File: config.mk
export PLATFORM = sky130hd
export DESIGN_NAME = multicycle_control
export DESIGN_NICKNAME = d
export VERILOG_FILES = /design/src/rtl/multicycle_control_pkg.sv /design/src/rtl/multicycle_control_opcode_decoder.sv /design/src/rtl/multicycle_control.sv
export SDC_FILE = /design/constraint.sdc
export NUM_CORES = 1
export LEC_CHECK = 0
export CAP_MARGIN = 10
export CORE_ASPECT_RATIO = 0.7
export CORE_UTILIZATION = 34
export DETAILED_ROUTE_END_ITERATION = 10
export GPL_TIMING_DRIVEN = 0
export PLACE_DENSITY = 0.88
export SLEW_MARGIN = 25
export SYNTH_ARGS = -nofsm -noshare
export SYNTH_HDL_FRONTEND = slang
export SYNTH_SLANG_ARGS = --single-unit
File: constraint.sdc
create_clock -name clk -period 1.6 [get_ports clk]
set_input_delay 0.32 -clock clk [delete_from_list [all_inputs] [get_ports clk]]
set_output_delay 0.32 -clock clk [all_outputs]
set_load 0.05 [all_outputs]
File: src/rtl/multicycle_control_pkg.sv
// Shared encodings for the multicycle controller: ALU classes, opcodes,
// mux selects, FSM states and latched instruction classes.
package multicycle_control_pkg;

    // ALU class handed to the alucontroller
    localparam logic [2:0] ALUOP_R_TYPE       = 3'd0;
    localparam logic [2:0] ALUOP_IMMEDIATE    = 3'd1;
    localparam logic [2:0] ALUOP_LUI          = 3'd2;
    localparam logic [2:0] ALUOP_LOADS_STORES = 3'd3;
    localparam logic [2:0] ALUOP_BRANCHES     = 3'd4;

    // Major opcodes (instr[6:0])
    localparam logic [6:0] OPC_R      = 7'b0110011;
    localparam logic [6:0] OPC_I      = 7'b0010011;
    localparam logic [6:0] OPC_LUI    = 7'b0110111;
    localparam logic [6:0] OPC_LOAD   = 7'b0000011;
    localparam logic [6:0] OPC_STORE  = 7'b0100011;
    localparam logic [6:0] OPC_BRANCH = 7'b1100011;
    localparam logic [6:0] OPC_JAL    = 7'b1101111;
    localparam logic [6:0] OPC_JALR   = 7'b1100111;

    // ALU operand selects
    localparam logic       SRCA_RS1  = 1'b0;
    localparam logic       SRCA_PC   = 1'b1;
    localparam logic [1:0] SRCB_RS2  = 2'd0;
    localparam logic [1:0] SRCB_IMM  = 2'd1;
    localparam logic [1:0] SRCB_FOUR = 2'd2;

    // Register-file writeback source
    localparam logic [1:0] WB_ALU = 2'd0;
    localparam logic [1:0] WB_MEM = 2'd1;
    localparam logic [1:0] WB_PC4 = 2'd2;

    typedef enum logic [2:0] {
        S_FETCH,
        S_DECODE,
        S_EXECUTE,
        S_MEMORY,
        S_WRITEBACK,
        S_TRAP
    } state_e;

    typedef enum logic [3:0] {
        CLS_NONE,
        CLS_R,
        CLS_I,
        CLS_LUI,
        CLS_LOAD,
        CLS_STORE,
        CLS_BRANCH,
        CLS_JAL,
        CLS_JALR,
        CLS_ILLEGAL
    } iclass_e;

endpackage

File: src/rtl/multicycle_control_opcode_decoder.sv
// Combinational major-opcode to instruction-class decoder. Funct fields are
// validated downstream, so only the 7-bit opcode is inspected here.
module opcode_decoder
    import multicycle_control_pkg::*;
(
    input  logic [6:0] opcode_i,
    output iclass_e    class_o
);

    // Map each recognised opcode to its class; anything else is illegal
    always_comb begin
        class_o = CLS_ILLEGAL;
        case (opcode_i)
            OPC_R:      class_o = CLS_R;
            OPC_I:      class_o = CLS_I;
            OPC_LUI:    class_o = CLS_LUI;
            OPC_LOAD:   class_o = CLS_LOAD;
            OPC_STORE:  class_o = CLS_STORE;
            OPC_BRANCH: class_o = CLS_BRANCH;
            OPC_JAL:    class_o = CLS_JAL;
            OPC_JALR:   class_o = CLS_JALR;
            default:    class_o = CLS_ILLEGAL;
        endcase
    end

endmodule

File: src/rtl/multicycle_control.sv
// Multicycle RISC-V style main controller: FETCH / DECODE / EXECUTE /
// MEMORY / WRITEBACK sequencing with an absorbing TRAP state for
// unrecognised opcodes.
module multicycle_control
    import multicycle_control_pkg::*;
(
    input  logic        clk,
    input  logic        rst,
    input  logic [31:0] instr,
    input  logic        mem_ready,
    output logic [2:0]  alu_op,
    output logic        alu_src_a,
    output logic [1:0]  alu_src_b,
    output logic        mem_req,
    output logic        mem_we,
    output logic        mem_addr_sel,
    output logic        ir_write,
    output logic        pc_write,
    output logic        pc_write_cond,
    output logic        pc_src,
    output logic        reg_write,
    output logic [1:0]  wb_sel,
    output logic        trap
);

    state_e  state_q;
    iclass_e class_q;
    iclass_e dec_class;

    // Only the opcode steers sequencing; upper bits belong to the datapath.
    logic unused_instr_bits;
    assign unused_instr_bits = ^instr[31:7];

    opcode_decoder u_opcode_decoder (
        .opcode_i (instr[6:0]),
        .class_o  (dec_class)
    );

    // State sequencing; the class is captured once when DECODE is left
    always_ff @(posedge clk) begin
        if (rst) begin
            state_q <= S_FETCH;
            class_q <= CLS_NONE;
        end else begin
            case (state_q)
                S_FETCH: begin
                    if (mem_ready) state_q <= S_DECODE;
                end
                S_DECODE: begin
                    class_q <= dec_class;
                    state_q <= (dec_class == CLS_ILLEGAL) ? S_TRAP : S_EXECUTE;
                end
                S_EXECUTE: begin
                    case (class_q)
                        CLS_LOAD, CLS_STORE: state_q <= S_MEMORY;
                        CLS_BRANCH:          state_q <= S_FETCH;
                        default:             state_q <= S_WRITEBACK;
                    endcase
                end
                S_MEMORY: begin
                    if (mem_ready) begin
                        state_q <= (class_q == CLS_STORE) ? S_FETCH : S_WRITEBACK;
                    end
                end
                S_WRITEBACK: state_q <= S_FETCH;
                S_TRAP:      state_q <= S_TRAP;
                default:     state_q <= S_FETCH;
            endcase
        end
    end

    // Control outputs from the current state; FETCH strobes follow mem_ready.
    // While rst is high the FETCH operand defaults show but no request or
    // register load is issued, whatever state the FSM was caught in.
    always_comb begin
        alu_op        = ALUOP_R_TYPE;
        alu_src_a     = SRCA_RS1;
        alu_src_b     = SRCB_RS2;
        mem_req       = 1'b0;
        mem_we        = 1'b0;
        mem_addr_sel  = 1'b0;
        ir_write      = 1'b0;
        pc_write      = 1'b0;
        pc_write_cond = 1'b0;
        pc_src        = 1'b0;
        reg_write     = 1'b0;
        wb_sel        = WB_ALU;
        trap          = 1'b0;
        if (rst) begin
            alu_op    = ALUOP_LOADS_STORES;
            alu_src_a = SRCA_PC;
            alu_src_b = SRCB_FOUR;
        end else begin
            case (state_q)
                S_FETCH: begin
                    mem_req   = 1'b1;
                    alu_op    = ALUOP_LOADS_STORES;
                    alu_src_a = SRCA_PC;
                    alu_src_b = SRCB_FOUR;
                    ir_write  = mem_ready;
                    pc_write  = mem_ready;
                end
                S_EXECUTE: begin
                    case (class_q)
                        CLS_R: begin
                            alu_op = ALUOP_R_TYPE;
                        end
                        CLS_I: begin
                            alu_op    = ALUOP_IMMEDIATE;
                            alu_src_b = SRCB_IMM;
                        end
                        CLS_LUI: begin
                            alu_op    = ALUOP_LUI;
                            alu_src_b = SRCB_IMM;
                        end
                        CLS_LOAD, CLS_STORE: begin
                            alu_op    = ALUOP_LOADS_STORES;
                            alu_src_b = SRCB_IMM;
                        end
                        CLS_JALR: begin
                            alu_op    = ALUOP_LOADS_STORES;
                            alu_src_b = SRCB_IMM;
                            pc_write  = 1'b1;
                        end
                        CLS_BRANCH: begin
                            alu_op        = ALUOP_BRANCHES;
                            pc_write_cond = 1'b1;
                            pc_src        = 1'b1;
                        end
                        CLS_JAL: begin
                            pc_write = 1'b1;
                            pc_src   = 1'b1;
                        end
                        default: ;
                    endcase
                end
                S_MEMORY: begin
                    mem_req      = 1'b1;
                    mem_addr_sel = 1'b1;
                    mem_we       = (class_q == CLS_STORE);
                end
                S_WRITEBACK: begin
                    reg_write = 1'b1;
                    case (class_q)
                        CLS_LOAD:          wb_sel = WB_MEM;
                        CLS_JAL, CLS_JALR: wb_sel = WB_PC4;
                        default:           wb_sel = WB_ALU;
                    endcase
                end
                S_TRAP: begin
                    trap = 1'b1;
                end
                default: ;
            endcase
        end
    end

endmodule

Yosys cells after proc, flatten, opt, wreduce, memory -nomap -nowiden:

Cells that the tools add are included.

* bits in read-only memories: 0
* output and inout bits: 17
* RAM bits: 0
* memories kept: 0
* latch bits: 0
* logic and storage cells: 72
* input bits: 35
* flip-flop bits (word level): 7

* equality and inequality tests: 23
* magnitude comparators: 0
* multiplexer cells: 39
* $mul: 0
* divide/modulo/power cells: 0
* shifts and indexed selects: 0
* add/sub/neg operators: 0
* bitwise operators: 0
* reduce and logical (&&, ||, !) cells: 8

Operators by type and width (number)
* $pmux 4 s8: 1
* $mux 1: 23
* $eq 7x6->1 const B: 3
* $eq 7x7->1 const B: 3
* $eq 4x3->1 const B: 4
* $mux 3: 5
* $pmux 3 s5: 1
* $pmux 3 s2: 2
* $pmux 3 s4: 1
* $eq 4x2->1 const B: 2
* $eq 4x4->1 const B: 2
* $pmux 2 s2: 2
* $reduce_or 2->1: 4
* $eq 7x2->1 const B: 1
* $eq 7x5->1 const B: 1
* $eq 3x2->1 const B: 2
* $eq 3x3->1 const B: 2
* $mux 2: 3
* $reduce_or 5->1: 1
* $ne 2x2->1 const B: 2
* $eq 3x1->1 const B: 1
* $logic_not 3->1: 1
* $reduce_or 3->1: 1
* $pmux 1 s2: 1
* $reduce_and 2->1: 1

Depth between registers and ports, before layout:

* depth in word-level cells: 5
* depth in mapped cells: 6
* depth with buffers taken out: 5

By module:

A second synthesis with hierarchy kept.

* cell total of the unflattened synthesis: 101
* area total of the unflattened synthesis: 711.9 um^2

By module, submodules not included
* multicycle_control: area an instance 561.8 um^2, seq. area each 140.1 um^2, cells an instance 81, times used 1
* opcode_decoder: area an instance 150.1 um^2, seq. area each 0.0 um^2, cells an instance 20, times used 1

Least setup slack after synthesis:

OpenSTA, ideal clock, no wires.

* path kind: reg-to-output
* from: register state_q[2]
* to: output alu_op[2]
* arrival: 2.416 ns
* buffers on the path: 1
* setup slack: -1.136 ns
* cell stages (with the launch flop): 6
* required time: 1.280 ns
* path through: dfxtp_1 > or2_4 > nor2_2 > and4_1 > nor2b_1 > buf_4

* longest elaborated chain between the ends: 3
* elaborated cells between the ends (all ways): 4
* those cells by class: eq/ne: 1; mux: 2; reduce/logical: 1

RTL lines
* from (decl): RTL line multicycle_control.sv:26 `state_e state_q;`
* from (signal assigned): RTL line multicycle_control.sv:51 `state_q <= (dec_class == CLS_ILLEGAL) ? S_TRAP : S_EXECUTE;`
* from (signal assigned): RTL line multicycle_control.sv:62 `state_q <= (class_q == CLS_STORE) ? S_FETCH : S_WRITEBACK;`
* $eq 3x2->1 / $logic_not 3->1 (equally long branches): RTL line multicycle_control.sv:94 `case (state_q)`
* $pmux 3 s2 (*): RTL line multicycle_control.sv:94
* $mux 3 (*): RTL line multicycle_control.sv:89 `if (rst) begin`
* to (decl): RTL line multicycle_control.sv:11 `output logic [2:0] alu_op,`

Every way passes the cells marked *; elsewhere a longest branch is shown, timed or not.

Worst setup path in the final report:

* from: register state_q[0]
* to: output alu_op[2]

The elaborated chain is that of the path after synthesis.

==> flow_metrics.env <==
export IMPL_antennaDiodeCount=0
export IMPL_start_kind="register"
export IMPL_drtIter0Drc=66
export IMPL_core_area_mm2=0.001952
export IMPL_nets=191
export IMPL_hp_class="in -> reg"
export IMPL_cts_clk_slew_worst_paths_ns=0.06
export IMPL_crit_fanout=7
export IMPL_status="complete, but fails checks"
export IMPL_final_cells=177
export IMPL_ir_drop_uv=487.5
export IMPL_rows=13
export IMPL_antenna_found_initial=0
export IMPL_io_buffer_count=25
export IMPL_critPathTopFamily="simple AND/OR/NAND/NOR gates"
export IMPL_die_x_um=57.84
export IMPL_clockBufferDepth=2
export IMPL_hold_violations=0
export IMPL_pin_count=52
export IMPL_cts_buffers=3
export IMPL_failed_checks="design-rule violations, negative setup slack"
export IMPL_slowest_delay_ns=0.36
export IMPL_gp_congestion=0.8455
export IMPL_h_tree_depth=1
export IMPL_rsz0062_at_grt="yes"
export IMPL_path_buf_inv=2
export IMPL_drc=1
export IMPL_ctsHoldBuffers=0
export IMPL_worst_path_max_delay_cell="dfxtp_2"
export IMPL_synth_async_reset_ratio_pct=0
export IMPL_route_vias_total=1075
export IMPL_ys_types=43
export IMPL_cp_arrival_ns=1.62
export IMPL_viasPerCell=6.073
export IMPL_maxCapViolations=0
export IMPL_firstDrtPassIters=8
export IMPL_power_frac_comb_pct=54.7
export IMPL_p_int_w=0.0005116
export IMPL_grt_pass1_wl_mm=4.250
export IMPL_ys_seq_elements=7
export IMPL_clock_latency_ns=0.27
export IMPL_setup_viol=17
export IMPL_drtAntennaViolNets=0
export IMPL_die_h_um=41.09
export IMPL_clkPwrFrac_pct=19.5
export IMPL_period_needed_ns=1.942
export IMPL_syn_nets=139
export IMPL_overflow=0
export IMPL_ys_seq_area_share_pct=18.89
export IMPL_worstHoldStart="rst"
export IMPL_nFillCells=121
export IMPL_max_freq_ghz=0.5149
export IMPL_p_sw_share_pct=43.12
export IMPL_ys_warnings_count=0
export IMPL_path_class="reg -> out"
export IMPL_setup_slack_ns=-0.3419
export IMPL_synthCells=104
export IMPL_grt_max_degree=11
export IMPL_layout_drive_gt1_share_pct=56.77
export IMPL_pwr_density_cell_mw_per_mm2=625.7
export IMPL_place_inst=151
export IMPL_yosys_most_used_dff="dfxtp_1"
export IMPL_worstPathRequired_ns=1.28
export IMPL_cts_sinks=7
export IMPL_reg2reg_from="state_q[1]"
export IMPL_cts_tree="done"
export IMPL_start_util_pct=38.01
export IMPL_place_ws_ns=-1.255
export IMPL_post_drt_wl_per_cell_um=17.81
export IMPL_slew_headroom_pct=75.95
export IMPL_area_delta_synth_final_pct=93.76
export IMPL_skew_ns=0.0007482
export IMPL_p_switching_w=0.0003879
export IMPL_leakagePower_nw=0.6087
export IMPL_final_util_pct=73.65
export IMPL_power_frac_seq_pct=25.8
export IMPL_dieArea_mm2=0.002376
export IMPL_root_buffer="clkbuf_4"
export IMPL_cp_cell_sequence="or2_4 > nor2_4 > and4_4 > nor2b_4 > buf_6 > buf_8"
export IMPL_slew_violations=0
export IMPL_fin_setup_tns_ns=-3.286
export IMPL_hpwl_mm=1.563
export IMPL_end_kind="primary output"
export IMPL_cp_startpoint="state_q[0]"
export IMPL_synth_edf_count=0
export IMPL_syn_area_per_cell_um2=7.134
export IMPL_syn_area_um2=742.0
export IMPL_grt_pass1_vias=942
export IMPL_grt_usage_pct=25.39
export IMPL_totalWireLength_mm=3.152
export IMPL_hold_ws_ns=0.4808
export IMPL_fin_crit_sh_pct=121.4
export IMPL_worst_pin_slew_ns=0.3602
## cells in the mapped netlist, types with 2 or more instances
| cell | count | area (µm²) |
|---|---|---|
| and3_1 | 2 | 12.51 |
| buf_2 | 3 | 15.01 |
| nand2_1 | 9 | 33.78 |
| dfxtp_1 | 7 | 140.1 |
| nor2_1 | 13 | 48.80 |
| o21ai_0 | 7 | 35.03 |
| buf_6 | 2 | 22.52 |
| nor3_1 | 3 | 15.01 |
| o31ai_1 | 2 | 15.01 |
| nor3_2 | 2 | 20.02 |
| inv_1 | 5 | 18.77 |
| nand3b_1 | 2 | 15.01 |
| a21oi_1 | 9 | 45.04 |
| nand2b_1 | 6 | 37.54 |
| nor2b_1 | 4 | 25.02 |
## power by group through the flow
stage,combinational [W],sequential (W),clock (W)
2_1_floorplan,0.000244,0.000210,0
3_3_place_gp,0.000329,0.000213,0
3_5_place_dp,0.000340,0.000215,0
4_1_cts,0.000438,0.000218,0.000166
5_1_grt,0.000516,0.000234,0.000188
6_report,0.000492,0.000232,0.000176
## cell families (layout without fill, tap and decap cells)
group                  count (synthesis)  in the layout  synth area share (%)
AND/OR/NAND/NOR                       53             53                 43.00
AO/OA/AOI/OAI                         31             31                 27.49
buffers and inverters                 12             63                 9.444
flip-flops                             7              7                 18.89
XOR/XNOR                               1              1                 1.181
## layout by cell type, fill, tap and decap left out, types with 3 or more instances in the layout
cell type and count:
buf_4 22, buf_6 15, nand2_1 9, nor2_1 9, a21oi_1 7, buf_8 6, o21ai_0 5, clkdlybuf4s50_1 5
inv_1 4, dfxtp_4 4, nand2b_1 3, nor2_4 3, buf_2 3, dfxtp_2 3, clkbuf_4 3
## sequential cells by signal, summed over array words and instances (netlist names)
register	cells
class_q	4
state_q	3
## metrics by stage
step | area [µm²] | power, W
after floorplan | 795.8 | 0.0004541
after global placement | 1074 | 0.0005427
after detailed placement | 1074 | 0.0005544
after CTS | 1311 | 0.0008226
after global routing | 1438 | 0.0009376
final | 1438 | 0.0008995
## repair_timing
item | 4_1_cts | 5_1_grt
resized for setup | 150 | 19
setup buffers | 14 | 10
setup endpoints to repair | 17 | 20
endpoints found under the hold margin | 0 | 0
pin swaps | 9 | 8
## worst register-to-register path, stage by stage, from the launching register on
cell and delay [ns]:
dfxtp_2 0.32, buf_8 0.12, buf_6 0.11, nand2b_2 0.21, nor2_1 0.26, nand2_1 0.11, o22ai_1 0.18, nor2_1 0.08
## area by class of cell
class	instances	area (µm²)	share of cell area [%]
clock buffers	4	26.28	1.828
plain buffers	4	42.54	2.959
inverters	6	25.02	1.741
flip-flops and latches	7	158.9	11.05
repair buffers	49	471.7	32.81
well taps	22	27.53	1.915
multi-input cells	85	685.7	47.69
## worst paths after layout
check,endpoint,slack (ns),cells past startpoint
setup / recovery,alu_op[2],-0.34,6
hold / removal,state_q[2],0.48,4
setup reg to reg,class_q[0],0.09,7
hold reg to reg,class_q[3],0.56,2
## per-layer routing
metal / part of all wire [%] / vias up / GRT usage [%]
li1: - / 473 / -
met1: 39 / 510 / 26.34
met2: 49 / 72 / 49.14
met3: 8.7 / 20 / 5.047
met4: 3.3 / 0 / 17.86
met5: 0 / - / 0
No activity file was read; power rests on OpenSTA's default activity.
